$ cat config.mk
export PLATFORM = sky130hd
export DESIGN_NAME = melody_sequencer
export DESIGN_NICKNAME = d
export VERILOG_FILES = /design/src/rtl/melody_pkg.sv /design/src/rtl/melody_sequencer_tone_divider.sv /design/src/rtl/melody_sequencer.sv
export SDC_FILE = /design/constraint.sdc
export NUM_CORES = 1
export LEC_CHECK = 0
export CORE_ASPECT_RATIO = 1.25
export CORE_UTILIZATION = 50
export CTS_CLUSTER_SIZE = 14
export DETAILED_ROUTE_END_ITERATION = 10
export PLACE_DENSITY = 0.7
export SLEW_MARGIN = 30
export SYNTH_ARGS = -nofsm -noshare
export SYNTH_HDL_FRONTEND = slang
export SYNTH_HIERARCHICAL = 1
export SYNTH_SLANG_ARGS = --single-unit
$ cat constraint.sdc
create_clock -name clk_50MHz -period 3.2 [get_ports clk_50MHz]
set_clock_uncertainty 0.1 [all_clocks]
set_input_delay 0.64 -clock clk_50MHz [delete_from_list [all_inputs] [get_ports clk_50MHz]]
set_output_delay 0.64 -clock clk_50MHz [all_outputs]
set_load 0.1 [all_outputs]
$ cat src/rtl/melody_pkg.sv
// Shared constants for the melody sequencer: pitch codes, divider half-periods,
// FSM states and the song table layout with its default tune.
package melody_pkg;

  localparam int PITCH_W   = 4;
  localparam int DUR_W     = 10;
  localparam int ENTRY_W   = PITCH_W + DUR_W;
  localparam int MAX_STEPS = 16;
  localparam int HP_W      = 17;

  // Entry layout is {pitch, dur_ticks}; index i holds step i.
  typedef logic [MAX_STEPS-1:0][ENTRY_W-1:0] song_table_t;

  localparam logic [PITCH_W-1:0] P_REST = 4'd0;
  localparam logic [PITCH_W-1:0] P_C5   = 4'd1;
  localparam logic [PITCH_W-1:0] P_D5   = 4'd2;
  localparam logic [PITCH_W-1:0] P_E5   = 4'd3;
  localparam logic [PITCH_W-1:0] P_F5   = 4'd4;
  localparam logic [PITCH_W-1:0] P_G5   = 4'd5;
  localparam logic [PITCH_W-1:0] P_A5   = 4'd6;
  localparam logic [PITCH_W-1:0] P_B5   = 4'd7;
  localparam logic [PITCH_W-1:0] P_C6   = 4'd8;

  // Codes 9..15 are unused and map to 0, which the FSM treats as a rest.
  localparam logic [HP_W-1:0] HP_TABLE [0:15] = '{
    17'd0,     17'd47778, 17'd42566, 17'd37921,
    17'd35793, 17'd31888, 17'd28409, 17'd25310,
    17'd23889, 17'd0,     17'd0,     17'd0,
    17'd0,     17'd0,     17'd0,     17'd0
  };

  typedef enum logic [2:0] {
    S_IDLE,
    S_LOAD,
    S_PLAY,
    S_GAP,
    S_DONE
  } state_e;

  function automatic logic [HP_W-1:0] hp_of(input logic [PITCH_W-1:0] p);
    return HP_TABLE[p];
  endfunction

  function automatic song_table_t default_song();
    song_table_t t;
    t = '0;
    for (int i = 0; i < 8; i++) t[i] = {PITCH_W'(i + 1), DUR_W'(250)};
    return t;
  endfunction

  localparam song_table_t DEFAULT_SONG = default_song();

endpackage

$ cat src/rtl/melody_sequencer_tone_divider.sv
// Programmable square-wave generator: counts 0..hp, toggling the output on each
// wrap, so one half-period is hp+1 clocks.
module tone_divider
  import melody_pkg::*;
(
  input  logic            clk_50MHz,
  input  logic            reset,
  input  logic            en,
  input  logic            clr,
  input  logic [HP_W-1:0] hp,
  output logic            tone
);

  logic [HP_W-1:0] cnt_q, cnt_d;
  logic            tone_q, tone_d;

  always_comb begin
    cnt_d  = cnt_q;
    tone_d = tone_q;
    if (clr) begin
      cnt_d  = '0;
      tone_d = 1'b0;
    end else if (en) begin
      if (cnt_q == hp) begin
        cnt_d  = '0;
        tone_d = ~tone_q;
      end else begin
        cnt_d = cnt_q + HP_W'(1);
      end
    end
  end

  always_ff @(posedge clk_50MHz or posedge reset) begin
    if (reset) begin
      cnt_q  <= '0;
      tone_q <= 1'b0;
    end else begin
      cnt_q  <= cnt_d;
      tone_q <= tone_d;
    end
  end

  assign tone = tone_q;

endmodule

$ cat src/rtl/melody_sequencer.sv
// Song player: walks the song table, drives one tone divider per note, times note
// and inter-note gap lengths with a tick prescaler, and handles start/stop/loop.
module melody_sequencer
  import melody_pkg::*;
#(
  parameter int unsigned TICK_DIV   = 50000,
  parameter int unsigned GAP_TICKS  = 10,
  parameter int unsigned SONG_LEN   = 8,
  parameter song_table_t SONG_TABLE = DEFAULT_SONG
) (
  input  logic       clk_50MHz,
  input  logic       reset,
  input  logic       start,
  input  logic       stop,
  input  logic       loop_en,
  output logic       tone_out,
  output logic       busy,
  output logic [3:0] step_idx,
  output logic       done
);

  localparam int TW = (TICK_DIV > 1) ? $clog2(TICK_DIV) : 1;
  localparam logic [TW-1:0]    TICK_LAST = TW'(TICK_DIV - 1);
  localparam logic [DUR_W-1:0] GAP_TGT   = DUR_W'(GAP_TICKS);
  localparam logic [3:0]       STEP_LAST = 4'(SONG_LEN - 1);

  state_e            state_q, state_d;
  logic [3:0]        step_q, step_d;
  logic [TW-1:0]     tick_q, tick_d;
  logic [DUR_W-1:0]  dcnt_q, dcnt_d;
  logic [DUR_W-1:0]  dur_q, dur_d;
  logic [HP_W-1:0]   hp_q, hp_d;
  logic              busy_q, busy_d;
  logic              done_q, done_d;

  logic [ENTRY_W-1:0] cur_entry;
  logic [DUR_W-1:0]   span_tgt;
  logic               tick_wrap;
  logic               span_end;
  logic               div_en;
  logic               div_clr;

  assign cur_entry = SONG_TABLE[step_q];
  assign tick_wrap = (tick_q == TICK_LAST);
  assign span_tgt  = (state_q == S_GAP) ? GAP_TGT : dur_q;
  // A zero-length span ends in its first cycle; otherwise on the wrap of its last tick.
  assign span_end  = (span_tgt == '0) ||
                     (tick_wrap && (dcnt_q == span_tgt - DUR_W'(1)));

  always_comb begin
    state_d = state_q;
    step_d  = step_q;
    tick_d  = tick_q;
    dcnt_d  = dcnt_q;
    dur_d   = dur_q;
    hp_d    = hp_q;
    unique case (state_q)
      S_IDLE: begin
        if (start) begin
          state_d = S_LOAD;
          step_d  = '0;
        end
      end
      S_LOAD: begin
        hp_d    = hp_of(cur_entry[ENTRY_W-1:DUR_W]);
        dur_d   = cur_entry[DUR_W-1:0];
        tick_d  = '0;
        dcnt_d  = '0;
        state_d = S_PLAY;
      end
      S_PLAY, S_GAP: begin
        tick_d = tick_wrap ? '0 : tick_q + TW'(1);
        dcnt_d = tick_wrap ? dcnt_q + DUR_W'(1) : dcnt_q;
        if (span_end) begin
          tick_d = '0;
          dcnt_d = '0;
          if (state_q == S_PLAY) begin
            state_d = S_GAP;
          end else if (step_q != STEP_LAST) begin
            step_d  = step_q + 4'd1;
            state_d = S_LOAD;
          end else if (loop_en) begin
            step_d  = '0;
            state_d = S_LOAD;
          end else begin
            state_d = S_DONE;
          end
        end
      end
      S_DONE: begin
        state_d = S_IDLE;
        step_d  = '0;
      end
      default: state_d = S_IDLE;
    endcase
    // stop overrides everything, including a simultaneous start from IDLE
    if (stop) begin
      state_d = S_IDLE;
      step_d  = '0;
      tick_d  = '0;
      dcnt_d  = '0;
    end
    // busy drops in the DONE cycle so it falls together with the done pulse
    busy_d = (state_d == S_LOAD) || (state_d == S_PLAY) || (state_d == S_GAP);
    done_d = (state_d == S_DONE);
  end

  always_ff @(posedge clk_50MHz or posedge reset) begin
    if (reset) begin
      state_q <= S_IDLE;
      step_q  <= '0;
      tick_q  <= '0;
      dcnt_q  <= '0;
      dur_q   <= '0;
      hp_q    <= '0;
      busy_q  <= 1'b0;
      done_q  <= 1'b0;
    end else begin
      state_q <= state_d;
      step_q  <= step_d;
      tick_q  <= tick_d;
      dcnt_q  <= dcnt_d;
      dur_q   <= dur_d;
      hp_q    <= hp_d;
      busy_q  <= busy_d;
      done_q  <= done_d;
    end
  end

  // Clear is driven from the next state so the tone is already low in the
  // first cycle after PLAY is left, whether by GAP or by stop.
  assign div_en  = (state_q == S_PLAY);
  assign div_clr = (state_d != S_PLAY) || (hp_q == '0);

  tone_divider u_tone (
    .clk_50MHz (clk_50MHz),
    .reset     (reset),
    .en        (div_en),
    .clr       (div_clr),
    .hp        (hp_q),
    .tone      (tone_out)
  );

  assign busy     = busy_q;
  assign done     = done_q;
  assign step_idx = step_q;

endmodule

==> results of run 1 <==
==> layer usage <==
| metal | wire length, um | up-vias | share of wire (%) |
|---|---|---|---|
| met2 | 4590 | 54 | 52 |
| met4 | 278 | 0 | 3.1 |
| met5 | 0 | - | 0 |
| met1 | 3780 | 1586 | 43 |
| met3 | 210 | 29 | 2.4 |
| li1 | - | 1621 | - |
==> timing repair <==
item	4_1_cts	5_1_grt
buffers inserted	1	0
endpoints found under the setup margin	2	9
resized for setup	1	5
pin swaps	2	2
==> report_power, final <==
group	switching [mW]	internal [mW]	total, mW
combinational	0.238	0.143	0.381
sequential	0.0776	0.949	1.03
clock	0.348	0.378	0.726
==> cells by family after synthesis <==
logic type / after synthesis / synth area share [%]
adders and majority gates: 10 / 3.11
buffers and inverters: 33 / 3.54
and+or+nand+nor: 200 / 26.6
muxes: 4 / 1.03
xor gates and xnor gates: 48 / 10.4
other: 1 / 0.0931
AOI/OAI and AO/OA: 72 / 11.7
DFF: 70 / 43.5
==> per-stage QoR <==
step	hold slack, ps	setup TNS (ps)	total power, mW	util (%)
after detailed placement	416	-30.7	1.42	56.8
after floorplan	377	0	1.31	-
after global routing	468	-0.855	2.25	59.9
after global placement	409	0	1.41	56.8
final	419	0	2.13	59.9
after CTS	429	0	2.15	59.5
==> synth_stat cells (5+ instances only) <==
master / n / area [um^2]
sky130_fd_sc_hd__or3_1: 5 / 31.3
sky130_fd_sc_hd__o21ai_0: 27 / 135
sky130_fd_sc_hd__o31ai_1: 8 / 60.1
sky130_fd_sc_hd__a21oi_1: 13 / 65.1
sky130_fd_sc_hd__clkbuf_1: 12 / 45.0
sky130_fd_sc_hd__nand4_1: 12 / 75.1
sky130_fd_sc_hd__nor3_1: 11 / 55.1
sky130_fd_sc_hd__and3_1: 9 / 56.3
sky130_fd_sc_hd__nor2_1: 51 / 191
sky130_fd_sc_hd__xor2_1: 31 / 272
sky130_fd_sc_hd__inv_1: 15 / 56.3
sky130_fd_sc_hd__nand2_1: 48 / 180
sky130_fd_sc_hd__ha_1: 10 / 125
sky130_fd_sc_hd__nand2b_1: 6 / 37.5
sky130_fd_sc_hd__nand3_1: 17 / 85.1
sky130_fd_sc_hd__xnor2_1: 17 / 149
sky130_fd_sc_hd__nor4_1: 10 / 62.6
sky130_fd_sc_hd__dfrtp_1: 70 / 1750
==> worst max-delay path: stages, from the launching register on <==
cell and delay (ps):
sky130_fd_sc_hd__dfrtp_1 380, sky130_fd_sc_hd__or4b_4 550, sky130_fd_sc_hd__nor4_4 250, sky130_fd_sc_hd__nand3_1 130
sky130_fd_sc_hd__mux2i_1 140, sky130_fd_sc_hd__or2_2 290, sky130_fd_sc_hd__nand3_1 110, sky130_fd_sc_hd__o211ai_1 140
sky130_fd_sc_hd__or4_4 480, sky130_fd_sc_hd__nor4_4 180, sky130_fd_sc_hd__xnor2_1 170, sky130_fd_sc_hd__nor2_2 40
==> layout make-up <==
| type | instances | area (um^2) | area share [%] |
|---|---|---|---|
| Clock inverter | 6 | 61.3 | 1.31 |
| Clock buffer | 10 | 138 | 2.95 |
| Sequential cell | 70 | 1750 | 37.6 |
| Timing Repair Buffer | 46 | 355 | 7.61 |
| Tap cell | 95 | 119 | 2.55 |
| Multi-Input combinational cell | 335 | 2180 | 46.8 |
| Inverter | 15 | 56.3 | 1.21 |
==> flip-flops by register name, summed over array words and instances, names as in the netlist, 3 cells and up <==
signal        count
hp_q             16
u_tone/cnt_q     17
tick_q           16
state_q           3
step_idx          4
dcnt_q           10
==> worst max-delay path by stage <==
stage                             to  startpoint  depth (start not counted)
global placement    u_tone/cnt_q[16]  tick_q[10]                         11
global route        u_tone/cnt_q[16]  tick_q[10]                         11
floorplan           u_tone/cnt_q[16]  tick_q[10]                         12
detailed placement  u_tone/cnt_q[16]  tick_q[10]                         11
CTS                 u_tone/cnt_q[13]  tick_q[11]                         13
finish              u_tone/cnt_q[16]  tick_q[10]                         11
==> results.txt, run 1 <==
* Run status: completed
- The number of antenna diodes in the final layout is 0.
* Standard-cell row count: 36
- Startpoint type of the worst setup path: flop
- Leaving out fill and tap cells, the most frequent cell in the layout is sky130_fd_sc_hd__dfrtp_1.
* Clock Latency Late Sink: 350 ps
- After legalization and detailed placement, the total HPWL measured 6.56 mm.
* Via count of the first global-routing pass: 3299
* Cell Count Post-Placement: 560
* Die W: 82.3 um
* Peak supply drop: 0.000436 V
* Critical setup path kind: flop to flop
- Post-DR wirelength/cell: 15.4 um
* Final Instance Count excl. Fillers: 577
- Slew margin rel.: 45.7%
- Maximum clock rate: 324 MHz
- The die covers 8420 um^2.
- Static leakage: 2.14 nW
- Final period utilization: 96.5%
- Transition at the pin with the smallest max-transition slack: 812 ps
* Critical path fanouts, max: 3
* Arrival time of the worst setup path: 3200 ps
* Place WS: -30.7 ps
- For this block, the initial DRC count from the detailed router was 185.
* Placeable core region: 7790 um^2
* Crit Reg-Reg Startpoint: tick_q[10]
* Pin count of the biggest net entering global routing: 32
- Count of pins over their slew limit: 0
- Worst setup EP type: flop
- TritonCTS built the clock tree.
- Share of flip-flops with an asynchronous set or reset: 100%
- After detailed routing, the number of vias per cell comes to 5.70.
* Sinks on the clock net: 70
- For this block, the routed nets add up to 8.86 mm of wire.
- In the layout the commonest cells are 68 x sky130_fd_sc_hd__dfrtp_1, 51 x sky130_fd_sc_hd__nor2_1, 48 x sky130_fd_sc_hd__nand2_1.
* Cell variety after synth: 62
* Initial antenna violation count: 0
- The root buffer cell chosen for the clock tree is sky130_fd_sc_hd__clkbuf_8.
- Power density cells: 457 nW/um^2
* Cell area after synthesis: 4030 um^2
* Mapped Avg Cell Area: 9.20 um^2
- During placement, the flow inserted port buffers numbering 11.
* Register area share after synthesis: 43.5%
- Number of maximum-capacitance violations: 0
- Setup violations remaining at the end of the flow were counted as 0.
* Overall via count from detail_route: 3290
- The Yosys step of the flow raised 6 warnings.
- Data on the critical path is required at its endpoint by 3310 ps.
- From bottom edge to top edge, the die measures 102 um.
- Yosys mapped a number of flops with a built-in enable equal to 0.
* Primary FF master, synth: sky130_fd_sc_hd__dfrtp_1
- Setup slack on the worst reg-to-reg path comes out at 110 ps.
* Met2 Resource Use GR: 41.9%
- Buffers inserted to repair hold after CTS numbered 0.
* Ports placed on the boundary: 12
* Placer's final routability congestion estimate: 0.924
- Worst min-delay path startpoint: tick_q[0]
* Cells on worst reg2reg path: 11
- Global routing usage summed across all routing layers: 23.8%
- The initial utilization of the core area, before any placement, comes to 51.7%.
- Drt pass-1 iters: 4
- Number of inserted filler cells in the final layout: 691
- Relative to the synthesized area, the layout overhead comes to 15.9%.
- The first global-routing pass estimated 15.1 mm of wire.
- The post-route netlist has 17.6% of its cells at a drive strength greater than 1.
- Instance area after placement: 4420 um^2
* Type of the worst min-delay path: flop to flop
- Net Count, Synth: 453
- Antenna Violating Nets Remaining: 0
- In this run the deepest clock path goes through 2 buffers.
- Along the worst hold path, the cell count comes to 1.
- In this run, synthesis produced a sequential element count of 70.
- The worst register-to-register path ends at u_tone/cnt_q[16].
* Post-synthesis instance total: 438
- In this run, CTS created clock tree buffers numbering 9.
* # DRC: 0
- The clock tree synthesis step divided the H-tree into 3 levels.
- Routing layer with the top usage in global route: met2
- Global routing consumed, on the met3 layer, 3.75% of the routing resources.
* Worst-case hold path end point: tick_q[0]
- The finished cells cover 4670 um^2.
- After clock tree synthesis, the clock-pin slew on the worst setup and hold paths is 70 ps.
* Final Hold Vio Count: 0
- Worst Slack Setup Final: 113 ps
- Total congestion overflow: 0
- Total Nets Final: 492
* Period minus WS final: 3090 ps
- Global-route met1 utilization: 27.3%
(Power assumes the default switching activity.)
==> inputs of run 2 (changes only) <==
--- a/config.mk
+++ b/config.mk
@@ -9,6 +9,7 @@
 export CORE_UTILIZATION = 50
 export CTS_CLUSTER_SIZE = 14
 export DETAILED_ROUTE_END_ITERATION = 10
+export MAX_ROUTING_LAYER = met4
 export PLACE_DENSITY = 0.7
 export SLEW_MARGIN = 30
 export SYNTH_ARGS = -nofsm -noshare
==> results.txt, run 2 (same netlist as run 1, synthesis figures left out) <==
- Run status: completed
- The worst setup path is launched from a flop.
- TritonCTS built the clock tree.
* Most used cells in the layout excluding fill and tap cells: 68 x sky130_fd_sc_hd__dfrtp_1, 51 x sky130_fd_sc_hd__nor2_1, 48 x sky130_fd_sc_hd__nand2_1
* Global routing usage summed across all routing layers: 24.5% (+0.79 points)
- Clock transition at the register clock pins on the worst setup and hold paths after CTS: 70 ps (about the same)
- The detailed-routing iteration count for the pre-antenna-repair pass is 4 (unchanged).
- WP data required: 3320 ps (about the same)
* # DRC: 0 (unchanged)
* Clock Latency Late Sink: 350 ps (about the same)
- Sequence of cells on the critical path: or4b_4 > nor4_4 > nand3_1 > mux2i_1 > or2_2 > nand3_1 > o211ai_1 > or4_4 > nor4_4 > xnor2_1 > nor2_2
- The count of antenna-violating nets left after detailed routing came to 0 (unchanged).
- Total number of H-tree levels: 3 (unchanged)
- Antenna Cells: 0 (unchanged)
* Largest register FFs: 17 (unchanged)
* Via count of the first global-routing pass: 3294 (-0.15%)
- Maximum root-to-sink buffer count: 2 (unchanged)
* Final Hold Vio Count: 0 (unchanged)
- The die width came to 82.3 um (unchanged).
* Number of buffer cells added on primary ports: 11 (unchanged)
- Critical setup path kind: flop to flop
- Worst path bufs/invs: 0 (unchanged)
- The initial core utilization is 51.7% (unchanged).
* Half-perimeter wire length of the detailed placement result: 6.56 mm (unchanged)
- Cell Count Post-Placement: 560 (unchanged)
* Placeable core region: 7790 um^2 (unchanged)
- The sum of routed wire length over all layers was 8.85 mm (-0.12%).
- The critical path's largest stage delay was 550 ps (about the same).
- Peak supply drop: 0.000435 V (-0.21%)
- Standard-cell row count: 36 (unchanged)
- The slew of the pin with the lowest slew margin came to 824 ps (+11.4 ps).
- The number of antenna violations at the first check in global routing was 0 (unchanged).
- Initial detailed-routing violation count: 183 (-1.1%)
- Growth of design area from synthesis to finish: 15.9% (unchanged)
* Total Nets Final: 492 (unchanged)
* Slew margin rel.: 44.9% (-0.76 points)
- Number of maximum-capacitance violations: 0 (unchanged)
- In this run the worst hold path is classified as flop to flop.
- Instance area after placement: 4420 um^2 (unchanged)
* Clock root cell: sky130_fd_sc_hd__clkbuf_8
* Worst Slack Setup Final: 121 ps (+7.89 ps)
- The clock net sink count is 70 (unchanged).
- The final weighted congestion in routability-driven placement is 0.941 (+1.8%).
- Count of pins over their slew limit: 0 (unchanged)
- The slowest stage of the critical path is the sky130_fd_sc_hd__or4b_4 cell.
* Period minus WS final: 3080 ps (-7.89 ps)
- The detailed-route via count is 3277 (-0.40%).
- Wire length of the first global-routing pass: 15.1 mm (+0.19%)
* Design area: 4670 um^2 (unchanged)
- The arrival time at the worst endpoint came to 3200 ps (about the same).
- Final setup fails: 0 (unchanged)
* DIE HEIGHT: 102 um (unchanged)
- Setup TNS: 0 ps (unchanged)
- Most common cell after layout, fill and taps aside: sky130_fd_sc_hd__dfrtp_1
- Final Instance Count excl. Fillers: 577 (unchanged)
- The I/O pin count was 12 (unchanged).
* Maximum clock rate: 325 MHz (+0.26%)
* Critical path fanouts, max: 3 (unchanged)
* Layout cells sized above 1: 17.6% (unchanged)
* Total congestion overflow: 0 (unchanged)
- In the final layout, the registers with the most flip-flops are u_tone/cnt_q (17), hp_q (16), tick_q (16).
* Full die area: 8420 um^2 (unchanged)
- The leakage component of the power is 2.14 nW (unchanged).
- The post-placement worst setup slack came to -30.7 ps (unchanged).
* Worst setup EP type: flop
- Counting flops per register, the top entry is u_tone/cnt_q.
- Via count normalized by instance count: 5.68 (-0.40%)
* Power density cells: 457 nW/um^2 (about the same)
* Final period utilization: 96.2% (-0.25 points)
- The worst hold margin is 419 ps (-0.122 ps).
- The kind of cell with the highest combined delay along the critical path is simple AND/OR/NAND/NOR gates.
* Num CTS Buffers: 9 (unchanged)
* Post-DR wirelength/cell: 15.3 um (-0.12%)
* Pin count of the biggest net entering global routing: 32 (unchanged)
run 2: cell counts in the layout (fill, tap and decap cells not counted):
No cell type changed its count.
run 2: path summary, 6_finish.rpt:
| kind | slack [ps] | cells past startpoint | from | endpoint |
|---|---|---|---|---|
| max reg2reg | 120 | 11 | tick_q[10] | u_tone/cnt_q[16] |
| max in group asynchronous | 1800 | 3 | reset | hp_q[0] |
| max | 120 | 11 | tick_q[10] | u_tone/cnt_q[16] |
| min | 420 | 1 | tick_q[0] | tick_q[0] |
| min in group asynchronous | 560 | 2 | reset | tick_q[9] |
| min reg2reg | 420 | 1 | tick_q[0] | tick_q[0] |
run 2: power breakdown:
group	total, mW	switching (mW)	internal (mW)	leakage (nW)
Clock	0.727	0.349	0.378	0.102
Combinational	0.381	0.237	0.143	1.09
Sequential	1.03	0.0779	0.949	0.949
run 2: area by class of cell:
class,instances,area (um^2)
clock inverter,6,61.3
fill,691,3130
sequential,70,1750
timing repair buffer,46,355
clock buffer,10,138
multi-input combinational,335,2180
tap,95,119
inverter,15,56.3
run 2: stage by stage:
step                util, %  power, mW
floorplan                 -       1.31
global placement       56.8       1.41
detailed placement     56.8       1.42
CTS                    59.5       2.15
global route           59.9       2.25
finish                 59.9       2.13
run 2: per-layer routing:
metal | vias up | global-route usage, % | wire (um)
li1 | 1619 | - | -
met1 | 1572 | 27.8 | 3790
met2 | 56 | 41.6 | 4630
met3 | 30 | 3.75 | 208
met4 | 0 | 12.3 | 229
met5 | - | - | 0
run 2: what timing repair did:
item	in CTS	in global routing
hold endpoints to repair	0	0
setup endpoints to repair	2	9
resized for setup	1	5
buffers inserted	1	0
pin swaps	2	2
hold buffers	0	0
run 2: worst register-to-register path, delay by kind of cell, from the launching register on:
family           cells  cell delay, ps
AO/OA/AOI/OAI        1             140
XOR/XNOR             1             170
flip-flops           1             380
multiplexers         1             140
AND/OR/NAND/NOR      8            2020
==> inputs of run 3 (changes only) <==
--- a/config.mk
+++ b/config.mk
@@ -9,8 +9,9 @@
 export CORE_UTILIZATION = 50
 export CTS_CLUSTER_SIZE = 14
 export DETAILED_ROUTE_END_ITERATION = 10
+export DONT_BUFFER_PORTS = 1
 export MAX_ROUTING_LAYER = met4
-export PLACE_DENSITY = 0.7
+export PLACE_DENSITY = 0.65
 export SLEW_MARGIN = 30
 export SYNTH_ARGS = -nofsm -noshare
 export SYNTH_HDL_FRONTEND = slang
==> constraint.sdc (replaced) <==
create_clock -name clk_50MHz -period 3.6 [get_ports clk_50MHz]
set_clock_uncertainty 0.1 [all_clocks]
set_input_delay 0.72 -clock clk_50MHz [delete_from_list [all_inputs] [get_ports clk_50MHz]]
set_output_delay 0.72 -clock clk_50MHz [all_outputs]
set_load 0.1 [all_outputs]
==> results.txt, run 3 (same netlist as run 1, synthesis figures left out) <==
* Run status: completed
- The total number of nets in the final design is 457 (-7.1%).
* Wire length of the first global-routing pass: 14.5 mm (-3.6%)
* Instance area after placement: 4140 um^2 (-6.4%)
* Via count of the first global-routing pass: 3155 (-4.2%)
- Power density cells: 419 nW/um^2 (-8.3%)
- The pin count of the biggest net entering global routing came to 36 (+13%).
- Hold Worst Slack: 249 ps (-170 ps)
- Power after layout: 1.82 mW (-15%)
- The post-route setup TNS came to 0 ps (unchanged).
- The number of max-slew violations in the final report came to 0 (unchanged).
- WP data required: 3730 ps (+410 ps)
- The number of buffer cells added on primary ports was 0 (-11).
- The initial core utilization came to 51.7% (unchanged).
- Largest register FFs: 17 (unchanged)
- The number of buffers created by CTS came to 9 (unchanged).
* Via count normalized by instance count: 5.74 (+1.1%)
* Final period utilization: 94.2% (-2.0 points)
* Place WS: 128 ps (+158 ps)
- The worst setup slack after layout came to 210 ps (+88.7 ps).
* Final Instance Count excl. Fillers: 542 (-6.1%)
- The number of antenna violations at the first check in global routing came to 0 (unchanged).
* Period minus WS final: 3390 ps (+311 ps)
* Startpoint type of the worst setup path: flop
- The max-slew headroom at the worst pin is 37.0% (-7.9 points).
* Most used cells in the layout excluding fill and tap cells: 70 x sky130_fd_sc_hd__dfrtp_1, 51 x sky130_fd_sc_hd__nor2_1, 48 x sky130_fd_sc_hd__nand2_1
* Global routing usage summed across all routing layers: 23.9% (-0.66 points)
- The violation count after the first detailed-route iteration was 176 (-3.8%).
- The total of max-cap violations came to 0 (unchanged).
- Most common cell after layout, fill and taps aside: sky130_fd_sc_hd__dfrtp_1
* Design area: 4350 um^2 (-6.9%)
- In this design, the critical path's most frequently occurring cell is sky130_fd_sc_hd__nand3_1.
- The detailed-routing iteration count for the pre-antenna-repair pass is 4 (unchanged).
- The total count of hold-check failures in the final report was 0 (unchanged).
- The total buffers and inverters traversed by the critical path is 0 (unchanged).
- Total number of H-tree levels: 3 (unchanged)
- The number of standard-cell rows in the floorplan was 36 (unchanged).
* Static leakage: 1.94 nW (-9.6%)
- Maximum clock rate: 295 MHz (-9.2%)
- Arrival time of the worst setup path: 3520 ps (+320 ps)
- Placer's final routability congestion estimate: 0.891 (-5.2%)
- The die width is 82.3 um (unchanged).
- The DRC violations left is 0 (unchanged).
- The slew of the pin with the lowest slew margin is 945 ps (+121 ps).
- The largest vdd supply drop is 0.000253 V (-42%).
- Biggest cell delay along the critical path: 680 ps (+130 ps)
* Overall via count from detail_route: 3113 (-5.0%)
* Final setup fails: 0 (unchanged)
* CTS tree: built
- Sequence of cells on the critical path: or4b_2 > nor4_2 > nand3_1 > mux2i_1 > or2_2 > nand3_1 > o211ai_1 > or4_4 > nor4_4 > xnor2_1 > nor2_2
* Regs by FF count: u_tone/cnt_q (17), hp_q (16), tick_q (16)
- The remaining global-route overflow is 0 (unchanged).
* Antenna Cells: 0 (unchanged)
* Maximum root-to-sink buffer count: 2 (unchanged)
* Critical path fanouts, max: 3 (unchanged)
- Share of the core filled with cells in the final layout: 55.8% (-4.1 points)
* Critical setup path kind: flop to flop
- Sinks on the clock net: 70 (unchanged)
* Type of the worst min-delay path: input pin to asynchronous set/reset pin
- Unrepaired setup endpoints after global routing: no
- Clock root cell: sky130_fd_sc_hd__clkbuf_8
* Half-perimeter wire length of the detailed placement result: 6.17 mm (-5.9%)
- The core area was 7790 um^2 (unchanged).
- Layout cells sized above 1: 10.7% (-6.9 points)
- Register ranked first by flip-flop count: u_tone/cnt_q
- The count of hold buffers inserted by post-cts repair came to 0 (unchanged).
- The count of antenna-violating nets left after detailed routing came to 0 (unchanged).
- In this design, the largest share of critical-path delay is due to simple AND/OR/NAND/NOR gates.
- The clock latency on the worst-skew pair is 360 ps (about the same).
- Clock transition at the register clock pins on the worst setup and hold paths after CTS: 80 ps (about the same)
* Ports placed on the boundary: 12 (unchanged)
* Growth of design area from synthesis to finish: 7.92%
* Post-DR wirelength/cell: 15.8 um (+2.9%)
- The vertical extent of the die is 102 um (unchanged).
- The count of placed standard cells including taps was 526 (-6.1%).
- The sum of routed wire length over all layers is 8.56 mm (-3.3%).
- Crit path max-delay cell type: sky130_fd_sc_hd__or4b_2
* Worst setup EP type: flop
- Full die area: 8420 um^2 (unchanged)
-- run 3: cell count changes in the layout (fill, tap and decap cells not counted), sizes merged --
cell	change
buf	-31
clkdlybuf4s50	-4
clkbuf	+3
clkinv	-2
bufinv	-1
-- run 3: area by class of cell --
type / instances / area [um^2]
clock inverters: 3 / 17.5
inverters: 15 / 56.3
multi-input cells: 335 / 2150
repair buffers: 11 / 82.6
flip-flops and latches: 70 / 1750
clock buffers: 13 / 169
well taps: 95 / 119
fillers: 716 / 3450
-- run 3: where the power goes --
part	internal (mW)	total, mW	switching, mW
sequential	0.843	0.927	0.0837
combinational	0.106	0.292	0.186
clock	0.305	0.603	0.299
-- run 3: per-layer routing --
| layer | vias to the layer above | GRT usage [%] | routed length, um |
|---|---|---|---|
| met3 | 25 | 5.54 | 283 |
| met1 | 1475 | 27.2 | 3690 |
| li1 | 1555 | - | - |
| met2 | 58 | 37.6 | 4270 |
| met5 | - | - | 0 |
| met4 | 0 | 14.6 | 310 |
-- run 3: final timing paths --
path / from / to / slack, ps / cells past startpoint
setup / recovery: tick_q[4] / u_tone/cnt_q[16] / 210 / 11
hold / removal: reset / u_tone/tone / 250 / 1
setup reg to reg: tick_q[4] / u_tone/cnt_q[16] / 210 / 11
hold reg to reg: tick_q[0] / tick_q[0] / 440 / 1
max in group asynchronous: reset / dcnt_q[2] / 2410 / 2
min in group clk_50MHz: stop / state_q[0] / 330 / 1
-- run 3: what timing repair did --
item	CTS	global route
endpoints found under the setup margin	0	1
buffers inserted	0	0
gates resized for setup	0	3
hold endpoints to repair	0	0
-- run 3: worst reg2reg max path, delay by kind of cell (launching register included) --
family,cells,cell delay (ps)
AND/OR/NAND/NOR,8,2320
flip-flops,1,370
AO/OA/AOI/OAI,1,140
XOR/XNOR,1,170
multiplexers,1,150
